[config.mk]
export PLATFORM = sky130hd
export DESIGN_NAME = instr_encoder_flat
export DESIGN_NICKNAME = d
export VERILOG_FILES = /design/src/rtl/instr_encoder_pkg.sv /design/src/rtl/instr_encoder_if.sv /design/src/rtl/instr_pack.sv /design/src/rtl/instr_encoder.sv /design/src/flat_wrapper.sv
export SDC_FILE = /design/constraint.sdc
export NUM_CORES = 1
export LEC_CHECK = 0
export ABC_AREA = 0
export BUFFER_PORTS_ARGS = -buffer_cell sky130_fd_sc_hd__buf_4
export CAP_MARGIN = 20
export CORE_MARGIN = 2
export CORE_UTILIZATION = 50
export DETAILED_ROUTE_END_ITERATION = 10
export PLACE_DENSITY = 0.88
export SETUP_SLACK_MARGIN = 0.2
export SLEW_MARGIN = 20
export SYNTH_ARGS = -nofsm -noshare
export SYNTH_HDL_FRONTEND = slang
export SYNTH_SLANG_ARGS = --single-unit
[constraint.sdc]
create_clock -name clk -period 2.3 [get_ports clk]
set_input_delay 0.115 -clock clk [delete_from_list [all_inputs] [get_ports clk]]
set_output_delay 0.115 -clock clk [all_outputs]
set_load 0.01 [all_outputs]
[src/rtl/instr_encoder_pkg.sv]
// Shared definitions for the RV32I instruction encoder / program loader:
// opcodes, FSM state type, error codes and the signed-range helper.
package instr_encoder_pkg;

  localparam logic [6:0] OP_IMM    = 7'b0010011;
  localparam logic [6:0] OP_LOAD   = 7'b0000011;
  localparam logic [6:0] OP_JALR   = 7'b1100111;
  localparam logic [6:0] OP_REG    = 7'b0110011;
  localparam logic [6:0] OP_STORE  = 7'b0100011;
  localparam logic [6:0] OP_BRANCH = 7'b1100011;
  localparam logic [6:0] OP_LUI    = 7'b0110111;
  localparam logic [6:0] OP_AUIPC  = 7'b0010111;
  localparam logic [6:0] OP_JAL    = 7'b1101111;

  localparam logic [2:0] F3_SLL = 3'b001;
  localparam logic [2:0] F3_SRX = 3'b101;

  typedef enum logic [1:0] {
    ST_IDLE  = 2'd0,
    ST_LOAD  = 2'd1,
    ST_DONE  = 2'd2,
    ST_ERROR = 2'd3
  } state_t;

  localparam logic [1:0] ERR_NONE     = 2'd0;
  localparam logic [1:0] ERR_RANGE    = 2'd1;
  localparam logic [1:0] ERR_OPCODE   = 2'd2;
  localparam logic [1:0] ERR_OVERFLOW = 2'd3;

  // True when v is representable as a two's-complement number of 'bits' bits.
  function automatic logic fits_signed(input logic [31:0] v, input int unsigned bits);
    logic [31:0] hi;
    hi = 32'($signed(v) >>> (bits - 32'd1));
    return (hi == 32'h0000_0000) || (hi == 32'hFFFF_FFFF);
  endfunction

endpackage

[src/rtl/instr_encoder_if.sv]
// Field-bundle handshake plus instruction-memory write port of the encoder.
interface instr_encoder_if #(
  parameter int unsigned ADDR_WIDTH = 32'd8
) ();

  logic                  valid_i;
  logic                  ready_o;
  logic                  last_i;
  logic [6:0]            op_i;
  logic [4:0]            rd_i;
  logic [4:0]            rs1_i;
  logic [4:0]            rs2_i;
  logic [2:0]            funct3_i;
  logic [6:0]            funct7_i;
  logic [31:0]           imm_i;
  logic                  mem_we_o;
  logic [ADDR_WIDTH-1:0] mem_addr_o;
  logic [31:0]           mem_wdata_o;

  modport master (
    output valid_i, last_i, op_i, rd_i, rs1_i, rs2_i, funct3_i, funct7_i, imm_i,
    input  ready_o, mem_we_o, mem_addr_o, mem_wdata_o
  );

  modport slave (
    input  valid_i, last_i, op_i, rd_i, rs1_i, rs2_i, funct3_i, funct7_i, imm_i,
    output ready_o, mem_we_o, mem_addr_o, mem_wdata_o
  );

endinterface

[src/rtl/instr_pack.sv]
// Combinational RV32I field packer: builds the instruction word and flags
// immediates that do not fit the opcode's format or opcodes it does not know.
module instr_pack
  import instr_encoder_pkg::*;
(
  input  logic [6:0]  op,
  input  logic [4:0]  rd,
  input  logic [4:0]  rs1,
  input  logic [4:0]  rs2,
  input  logic [2:0]  funct3,
  input  logic [6:0]  funct7,
  input  logic [31:0] imm,
  output logic [31:0] word,
  output logic        range_err,
  output logic        op_err
);

  // Format selection, bit scattering and immediate range check per opcode.
  always_comb begin
    word      = 32'h0000_0000;
    range_err = 1'b0;
    op_err    = 1'b0;
    case (op)
      OP_IMM, OP_LOAD, OP_JALR: begin
        if ((op == OP_IMM) && ((funct3 == F3_SLL) || (funct3 == F3_SRX))) begin
          word      = {funct7, imm[4:0], rs1, funct3, rd, op};
          range_err = (imm[31:5] != 27'd0);
        end else begin
          word      = {imm[11:0], rs1, funct3, rd, op};
          range_err = !fits_signed(imm, 32'd12);
        end
      end
      OP_REG: begin
        word = {funct7, rs2, rs1, funct3, rd, op};
      end
      OP_STORE: begin
        word      = {imm[11:5], rs2, rs1, funct3, imm[4:0], op};
        range_err = !fits_signed(imm, 32'd12);
      end
      OP_BRANCH: begin
        word      = {imm[12], imm[10:5], rs2, rs1, funct3, imm[4:1], imm[11], op};
        range_err = !fits_signed(imm, 32'd13) || imm[0];
      end
      OP_LUI, OP_AUIPC: begin
        word      = {imm[31:12], rd, op};
        range_err = (imm[11:0] != 12'd0);
      end
      OP_JAL: begin
        word      = {imm[20], imm[10:1], imm[11], imm[19:12], rd, op};
        range_err = !fits_signed(imm, 32'd21) || imm[0];
      end
      default: begin
        op_err = 1'b1;
      end
    endcase
  end

endmodule

[src/rtl/instr_encoder.sv]
// Program loader: accepts field bundles, encodes them and writes one word per
// cycle to consecutive instruction-memory addresses starting at BASE_ADDR.
module instr_encoder
  import instr_encoder_pkg::*;
#(
  parameter int unsigned ADDR_WIDTH = 32'd8,
  parameter int unsigned BASE_ADDR  = 32'd0
) (
  input  logic              clk,
  input  logic              reset,
  input  logic              start_i,
  instr_encoder_if.slave    bus,
  output logic [ADDR_WIDTH:0] count_o,
  output logic              done_o,
  output logic              error_o,
  output logic [1:0]        err_code_o
);

  localparam logic [ADDR_WIDTH-1:0] BASE_W    = ADDR_WIDTH'(BASE_ADDR);
  localparam logic [ADDR_WIDTH:0]   LAST_SLOT = {1'b0, {ADDR_WIDTH{1'b1}}};
  localparam logic [ADDR_WIDTH:0]   ONE_CNT   = {{ADDR_WIDTH{1'b0}}, 1'b1};

  state_t                state_r, state_s;
  logic [ADDR_WIDTH:0]   count_r, count_s;
  logic [1:0]            err_r, err_s;
  logic                  we_r, we_s;
  logic [ADDR_WIDTH-1:0] addr_r, addr_s;
  logic [31:0]           wdata_r, wdata_s;
  logic [31:0]           word_s;
  logic                  range_err_s;
  logic                  op_err_s;
  logic                  ready_s;
  logic                  xfer_s;

  instr_pack u_pack (
    .op        (bus.op_i),
    .rd        (bus.rd_i),
    .rs1       (bus.rs1_i),
    .rs2       (bus.rs2_i),
    .funct3    (bus.funct3_i),
    .funct7    (bus.funct7_i),
    .imm       (bus.imm_i),
    .word      (word_s),
    .range_err (range_err_s),
    .op_err    (op_err_s)
  );

  assign ready_s = (state_r == ST_LOAD);
  // start_i takes priority, so a bundle presented with it is dropped.
  assign xfer_s  = bus.valid_i && ready_s && !start_i;

  // Next-state, counter and write-port decisions.
  always_comb begin
    state_s = state_r;
    count_s = count_r;
    err_s   = err_r;
    we_s    = 1'b0;
    addr_s  = addr_r;
    wdata_s = wdata_r;
    if (start_i) begin
      state_s = ST_LOAD;
      count_s = '0;
      err_s   = ERR_NONE;
    end else if (xfer_s) begin
      if (op_err_s) begin
        state_s = ST_ERROR;
        err_s   = ERR_OPCODE;
      end else if (range_err_s) begin
        state_s = ST_ERROR;
        err_s   = ERR_RANGE;
      end else begin
        we_s    = 1'b1;
        addr_s  = BASE_W + count_r[ADDR_WIDTH-1:0];
        wdata_s = word_s;
        count_s = count_r + ONE_CNT;
        if (bus.last_i) begin
          state_s = ST_DONE;
        end else if (count_r == LAST_SLOT) begin
          state_s = ST_ERROR;
          err_s   = ERR_OVERFLOW;
        end else begin
          state_s = ST_LOAD;
        end
      end
    end else begin
      state_s = state_r;
    end
  end

  // State, counter and registered write-port outputs.
  always_ff @(posedge clk) begin
    if (reset) begin
      state_r <= ST_IDLE;
      count_r <= '0;
      err_r   <= ERR_NONE;
      we_r    <= 1'b0;
      addr_r  <= '0;
      wdata_r <= 32'h0000_0000;
    end else begin
      state_r <= state_s;
      count_r <= count_s;
      err_r   <= err_s;
      we_r    <= we_s;
      addr_r  <= addr_s;
      wdata_r <= wdata_s;
    end
  end

  assign bus.ready_o     = ready_s;
  assign bus.mem_we_o    = we_r;
  assign bus.mem_addr_o  = addr_r;
  assign bus.mem_wdata_o = wdata_r;
  assign count_o         = count_r;
  assign done_o          = (state_r == ST_DONE);
  assign error_o         = (state_r == ST_ERROR);
  assign err_code_o      = err_r;

endmodule

[src/flat_wrapper.sv]
// flat-port wrapper written by rule: the top's interface ports become plain ports
module instr_encoder_flat import instr_encoder_pkg::*;
#(
  parameter int unsigned ADDR_WIDTH = 32'd8,
  parameter int unsigned BASE_ADDR  = 32'd0
)
  (clk, reset, start_i, count_o, done_o, error_o, err_code_o, bus_valid_i, bus_last_i, bus_op_i, bus_rd_i, bus_rs1_i, bus_rs2_i, bus_funct3_i, bus_funct7_i, bus_imm_i, bus_ready_o, bus_mem_we_o, bus_mem_addr_o, bus_mem_wdata_o);
  instr_encoder_if #(.ADDR_WIDTH(ADDR_WIDTH)) bus_i ();
  input  logic clk;
  input  logic reset;
  input  logic start_i;
  output logic [ADDR_WIDTH:0] count_o;
  output logic done_o;
  output logic error_o;
  output logic [1:0] err_code_o;
  input wire logic [$bits(bus_i.valid_i)-1:0] bus_valid_i;
  input wire logic [$bits(bus_i.last_i)-1:0] bus_last_i;
  input wire logic [$bits(bus_i.op_i)-1:0] bus_op_i;
  input wire logic [$bits(bus_i.rd_i)-1:0] bus_rd_i;
  input wire logic [$bits(bus_i.rs1_i)-1:0] bus_rs1_i;
  input wire logic [$bits(bus_i.rs2_i)-1:0] bus_rs2_i;
  input wire logic [$bits(bus_i.funct3_i)-1:0] bus_funct3_i;
  input wire logic [$bits(bus_i.funct7_i)-1:0] bus_funct7_i;
  input wire logic [$bits(bus_i.imm_i)-1:0] bus_imm_i;
  output wire logic [$bits(bus_i.ready_o)-1:0] bus_ready_o;
  output wire logic [$bits(bus_i.mem_we_o)-1:0] bus_mem_we_o;
  output wire logic [$bits(bus_i.mem_addr_o)-1:0] bus_mem_addr_o;
  output wire logic [$bits(bus_i.mem_wdata_o)-1:0] bus_mem_wdata_o;
  assign bus_i.valid_i = bus_valid_i;
  assign bus_i.last_i = bus_last_i;
  assign bus_i.op_i = bus_op_i;
  assign bus_i.rd_i = bus_rd_i;
  assign bus_i.rs1_i = bus_rs1_i;
  assign bus_i.rs2_i = bus_rs2_i;
  assign bus_i.funct3_i = bus_funct3_i;
  assign bus_i.funct7_i = bus_funct7_i;
  assign bus_i.imm_i = bus_imm_i;
  assign bus_ready_o = bus_i.ready_o;
  assign bus_mem_we_o = bus_i.mem_we_o;
  assign bus_mem_addr_o = bus_i.mem_addr_o;
  assign bus_mem_wdata_o = bus_i.mem_wdata_o;
  instr_encoder #(.ADDR_WIDTH(ADDR_WIDTH), .BASE_ADDR(BASE_ADDR)) u_core (.clk(clk), .reset(reset), .start_i(start_i), .bus(bus_i), .count_o(count_o), .done_o(done_o), .error_o(error_o), .err_code_o(err_code_o));
endmodule
# ---- Word-level counts from Yosys, hierarchy flattened
# Cells that the tools add are included.
dict set report classes {
  addsub 1
  mul 0
  div 0
  magnitude_cmp 0
  n_eq_ne 20
  shift 0
  mux 15
  bitwise 4
  reduce_logical 27
}
# operator n
set op_table {}
lappend op_table {{32-bit case mux with 6 select lines} 1}
lappend op_table {{32-bit equality test (second input constant)} 3}
lappend op_table {{32-bit zero test} 3}
lappend op_table {{32-bit 2-to-1 mux} 1}
lappend op_table {{27-bit nonzero test} 1}
lappend op_table {{7-bit by 6-bit equality test with 1-bit output (second input constant)} 3}
lappend op_table {{7-bit equality test (second input constant)} 3}
lappend op_table {{2-bit 2-to-1 mux} 8}
lappend op_table {{7-bit by 5-bit equality test with 1-bit output (second input constant)} 2}
lappend op_table {{12-bit nonzero test} 1}
lappend op_table {{9-bit by 1-bit adder with 9-bit output (second input constant)} 1}
lappend op_table {{9-bit by 8-bit equality test with 1-bit output (second input constant)} 1}
lappend op_table {{9-bit OR reduction} 1}
lappend op_table {{7-bit by 2-bit equality test with 1-bit output (second input constant)} 1}
lappend op_table {{1-bit logical OR} 6}
lappend op_table {{3-bit AND reduction} 2}
lappend op_table {{1-bit case mux with 5 select lines} 1}
lappend op_table {{2-bit equality test (second input constant)} 2}
lappend op_table {{1-bit zero test} 4}
lappend op_table {{1-bit 2-to-1 mux} 4}
lappend op_table {{1-bit NOT} 4}
lappend op_table {{4-bit AND reduction} 1}
lappend op_table {{2-bit OR reduction} 2}
lappend op_table {{4-bit OR reduction} 1}
lappend op_table {{8 further kinds} 10}
dict set report word_totals {
  ff_bits 54
  latchBits 0
  ramBits 0
  rom_bits 0
  inputBits 69
  out_inout_bits 55
  wordCells 74
  n_memories 0
}

# ---- Logic depth before layout (Yosys ltp)
dict set report depth {
  ltp_word 9
  mapped_depth 9
  mapped_depth_nobuf 7
}

# ---- Modules after synthesis
# Synthesis repeated with hierarchy kept, for this count alone.
dict set report unflattened {
  hier_cells 386
  hier_area_um2 3042.9
}
# module n_inst cells_each area_each_um2 seq_area_each_um2
set modules_own_cells {}
lappend modules_own_cells {instr_encoder 1 260 2185.8 1081.0}
lappend modules_own_cells {instr_pack 1 126 857.1 0.0}

# ---- Worst setup path after synthesis
# No wires, ideal clock.
dict set report synth_timing {
  path_type {input port to flip-flop}
  start {in bus_imm_i[30]}
  end {reg u_core.wdata_r[29], in the netlist u_core.bus.mem_wdata_o[29]}
  setup_time_ps 121
  t_arrival_ps 1749
  t_required_ps 2179
  path_slack_ps 430
  stages 6
  n_path_buf 0
  path_cell_list {nor4_2 > nand3_2 > o31ai_2 > o211ai_1 > nor3_4 > mux2_4}
}
dict set report synth_between {
  elab_chain_cells 7
  word_cells_on_any_way 19
  cone_classes {eq/ne (3); mux (2); bitwise (1); reduce/logical (13)}
}
# element line
set synth_rtl {}
lappend synth_rtl {{from (decl)} flat_wrapper.sv:24} ;# input wire logic [$bits(bus_i.imm_i)-1:0] bus_imm_i;
lappend synth_rtl {{32-bit equality test or 32-bit zero test (tied branches)} instr_encoder_pkg.sv:34} ;# return (hi == 32'h0000_0000) || (hi == 32'hFFFF_FFFF);
lappend synth_rtl {{1-bit logical OR} instr_encoder_pkg.sv:34}
lappend synth_rtl {{1-bit zero test (on tied branches)} --}
lappend synth_rtl {{1-bit 2-to-1 mux (tied with other cells)} instr_pack.sv:25} ;# if ((op == OP_IMM) && ((funct3 == F3_SLL) || (funct3 == F3_SRX))) begin
lappend synth_rtl {{1-bit case mux with 5 select lines *} instr_pack.sv:23} ;# case (op)
lappend synth_rtl {{1-bit NOT (no line) *} --}
lappend synth_rtl {{4-bit AND reduction (no line) *} --}
lappend synth_rtl {{to (signal assigned)} instr_encoder.sv:105} ;# wdata_r <= wdata_s;
lappend synth_rtl {{to (decl)} instr_encoder.sv:28} ;# logic [31:0] wdata_r, wdata_s;
# Every way passes the cells marked *; elsewhere a longest branch is shown, timed or not.
# A chain may end at the register's enable or synchronous reset.

# ---- Final worst setup path
dict set report layout_timing {
  start {in bus_op_i[6]}
  end {reg u_core.wdata_r[26], in the netlist u_core.bus.mem_wdata_o[26]}
}
dict set report layout_between {
  elab_chain_cells 6
  word_cells_on_any_way 19
  cone_classes {eq/ne (9); mux (4); bitwise (1); reduce/logical (5)}
}
# element line
set layout_rtl {}
lappend layout_rtl {{from (decl)} flat_wrapper.sv:18} ;# input wire logic [$bits(bus_i.op_i)-1:0] bus_op_i;
lappend layout_rtl {{7-bit by 5-bit equality test with 1-bit output} {instr_pack.sv:23, instr_pack.sv:25}}
lappend layout_rtl {{1-bit logical AND} instr_pack.sv:25}
lappend layout_rtl {{1-bit 2-to-1 mux} instr_pack.sv:25}
lappend layout_rtl {{1-bit case mux with 5 select lines} instr_pack.sv:23}
lappend layout_rtl {{1-bit NOT (no line)} --}
lappend layout_rtl {{4-bit AND reduction (no line)} --}
# Parallel ways exist; a longest one is shown, timed or not.

==> impl_metrics.tcl <==
set metrics [dict create \
    required_ns 2.51 \
    numCtsBuffers 5 \
    yosys.area.top_type "dfxtp_1" \
    synth_area_um2 3360 \
    hold_class "in2reg" \
    fin_crit_sh 0.807 \
    antenna_left 0 \
    fin_cells 569 \
    total_power_mw 1.86 \
    synth_edf_count 0 \
    fp.dieW_um 86.0 \
    num_vias 3519 \
    die_h_um 86.0 \
    synth_fp_nets 444 \
    wl_per_cell_um 18.2 \
    grt_use_total 0.273 \
    ys_types 61 \
    diodes 0 \
    hold_slack_ns 0.135 \
    crit_path_max_incr_delay_ns 0.45 \
    critPathLaunch "bus_op_i[6]" \
    routed_wl_um 10400 \
    antenna_found_initial 0 \
    place_ws_ns 0.151 \
    drive_gt1_frac 0.386 \
    pin_count 124 \
    cts_setup_buffers 0 \
    drt-initial-drc-count 275 \
    syn_area_per_cell_um2 9.02 \
    cts_hold_repair.buffers 1 \
    async_flop_share 0 \
    cts-root-buf "clkbuf_8" \
    synthTopCellsByArea "dfxtp_1, mux2_4, nor2b_1" \
    start_util 0.524 \
    grt_pass1_vias 3393 \
    grt_pass1_wl_um 16400 \
    rsz0062_at_grt "no" \
    synth_warnings 0 \
    gp_congestion 0.877 \
    cts_num_sinks 54 \
    drv_slew 0 \
    final_util 0.700 \
    setup_ws_ns 0.444 \
    cts_tree "built" \
    outcome "finished clean" \
    ys_ff_latch 54 \
    hp-start "start_i" \
    drv_cap 0 \
    crit_fanout 15 \
    place_hpwl_um 7730 \
    synth_ff_type "dfxtp_1" \
    insertion_delay_ns 0.31 \
    hold_viol_final 0 \
    period_needed_ns 1.86 \
    core-area_um2 6420 \
    arrival_ns 2.06 \
    cp_cell_sequence "buf_4, and4b_1, o21ai_0, o211ai_1, a222oi_1, nor2_1, mux2_4" \
    yosysMostFrequentCell "dfxtp_1" \
    regToRegStartpoint "u_core.count_o[2]$_SDFFE_PP0P_" \
    clock.fmax_mhz 539 \
    finish.instance_area_um2 4500 \
    fin_nets 562 \
    cellPowerDensity_nw_per_um2 413 \
    vias_per_cell 6.18 \
    cp_slowest_cell "a222oi_1" \
    syn2layout_area_growth_pct 33.7 \
    crit_path_start_kind "primary input" \
    worst_pin_slew_ns 0.770 \
    io_buffers 123 \
    yosysTopAreaCellShare 0.321 \
    ys_seq_area_frac 0.321 \
    fin_tns_setup_ns 0 \
    num-fill-cells 506 \
    drc_errors 0 \
    p_leak_nw 1.96 \
    place_area_um2 4370 \
    grt_remaining_overflow 0 \
    drt_pre_antenna_iters 5 \
    cts-resized-gates 0 \
    max-slew-margin-rel 0.486 \
    htreeDepth 2 \
    critPathKind "in2reg" \
    synthTopCellsByCount "dfxtp_1, nor2_1, nor2b_1, nand4_1, mux2_4" \
    rows 29 \
    peakVddDrop_uv 270 \
    place_inst 560 \
    die_area_um2 7400 \
    setup_viol 0 \
    clk_pin_slew_ns 0.10 \
    cts_buffer_depth 2 \
    grt_max_degree 79 \
    crit_path_end_kind "flop" \
    skew_ns 0.00396 \
    syn_inst 373 \
]
==> path summary, 6_finish.rpt <==
path	to	slack [ns]	cells after the start
worst max-delay path	u_core.bus.mem_wdata_o[26]$_SDFFE_PP0P_	0.44	7
worst min-delay path	u_core.state_r[0]$_SDFFE_PP0P_	0.14	3
worst max register to register	u_core.err_code_o[1]$_SDFFE_PP0P_	0.46	7
worst min register to register	u_core.bus.mem_wdata_o[1]$_SDFFE_PP0P_	0.47	2
==> power by group <==
| group | internal, mW | leakage, nW | switching [mW] |
|---|---|---|---|
| clock network | 0.324 | 0.0504 | 0.331 |
| logic | 0.122 | 1.47 | 0.140 |
| registers | 0.937 | 0.435 | 0.00174 |
==> metal layers <==
| metal | vias up | global-route usage | routed length [µm] |
|---|---|---|---|
| li1 | 1665 | - | - |
| met3 | 18 | 0.0414 | 896 |
| met1 | 1634 | 0.369 | 4270 |
| met5 | - | 0 | 0 |
| met4 | 0 | 0.0765 | 170 |
| met2 | 202 | 0.452 | 5050 |
==> state kept, by name, summed over array words and instances (netlist names) <==
name / cells
u_core.bus.mem_wdata_o: 32
u_core.count_o: 9
u_core.bus.mem_addr_o: 8
u_core.err_code_o: 2
u_core.state_r: 2
u_core.bus.mem_we_o: 1
==> cell type report <==
class                   count  area [µm²]  share of cell area
well taps                  77        96.3              0.0214
clock inverters             3        45.0              0.0100
repair buffers            139        1060               0.235
flip-flops and latches     54        1080               0.240
inverters                   6        22.5             0.00501
multi-input cells         285        2120               0.472
clock buffers               5        68.8              0.0153
==> worst max-delay path: cells and delay by family <==
kind	cells	cell delay, ns
multiplexers	1	0.30
AO/OA/AOI/OAI	3	1.16
AND/OR/NAND/NOR	2	0.31
buffers and inverters	1	0.18
==> cells by family (layout without fill, tap and decap cells) <==
group	Yosys count	in the layout	share of synthesized area
simple gates	160	160	0.293
compound gates	93	93	0.211
flops	54	54	0.321
buf+inv	34	153	0.0472
mux	30	30	0.120
fa+ha+maj	2	2	0.00744
==> cells in the final DEF (no fill, tap or decap), drive strengths merged, types with 3 or more instances in the layout <==
cell	n
a21oi	16
a222oi	11
a22oi	8
a32oi	5
and2	3
and3	10
and3b	4
buf	138
clkbuf	5
dfxtp	54
inv	6
mux2	26
mux2i	4
nand2	16
nand3	4
nand3b	4
nand4	20
nor2	35
nor2b	30
nor3	8
nor4	9
o211a	4
o211ai	4
o21a	3
o21ai	9
o311ai	5
o31ai	17
or2	3
or3	7
Power figures use the tool's default switching activity.
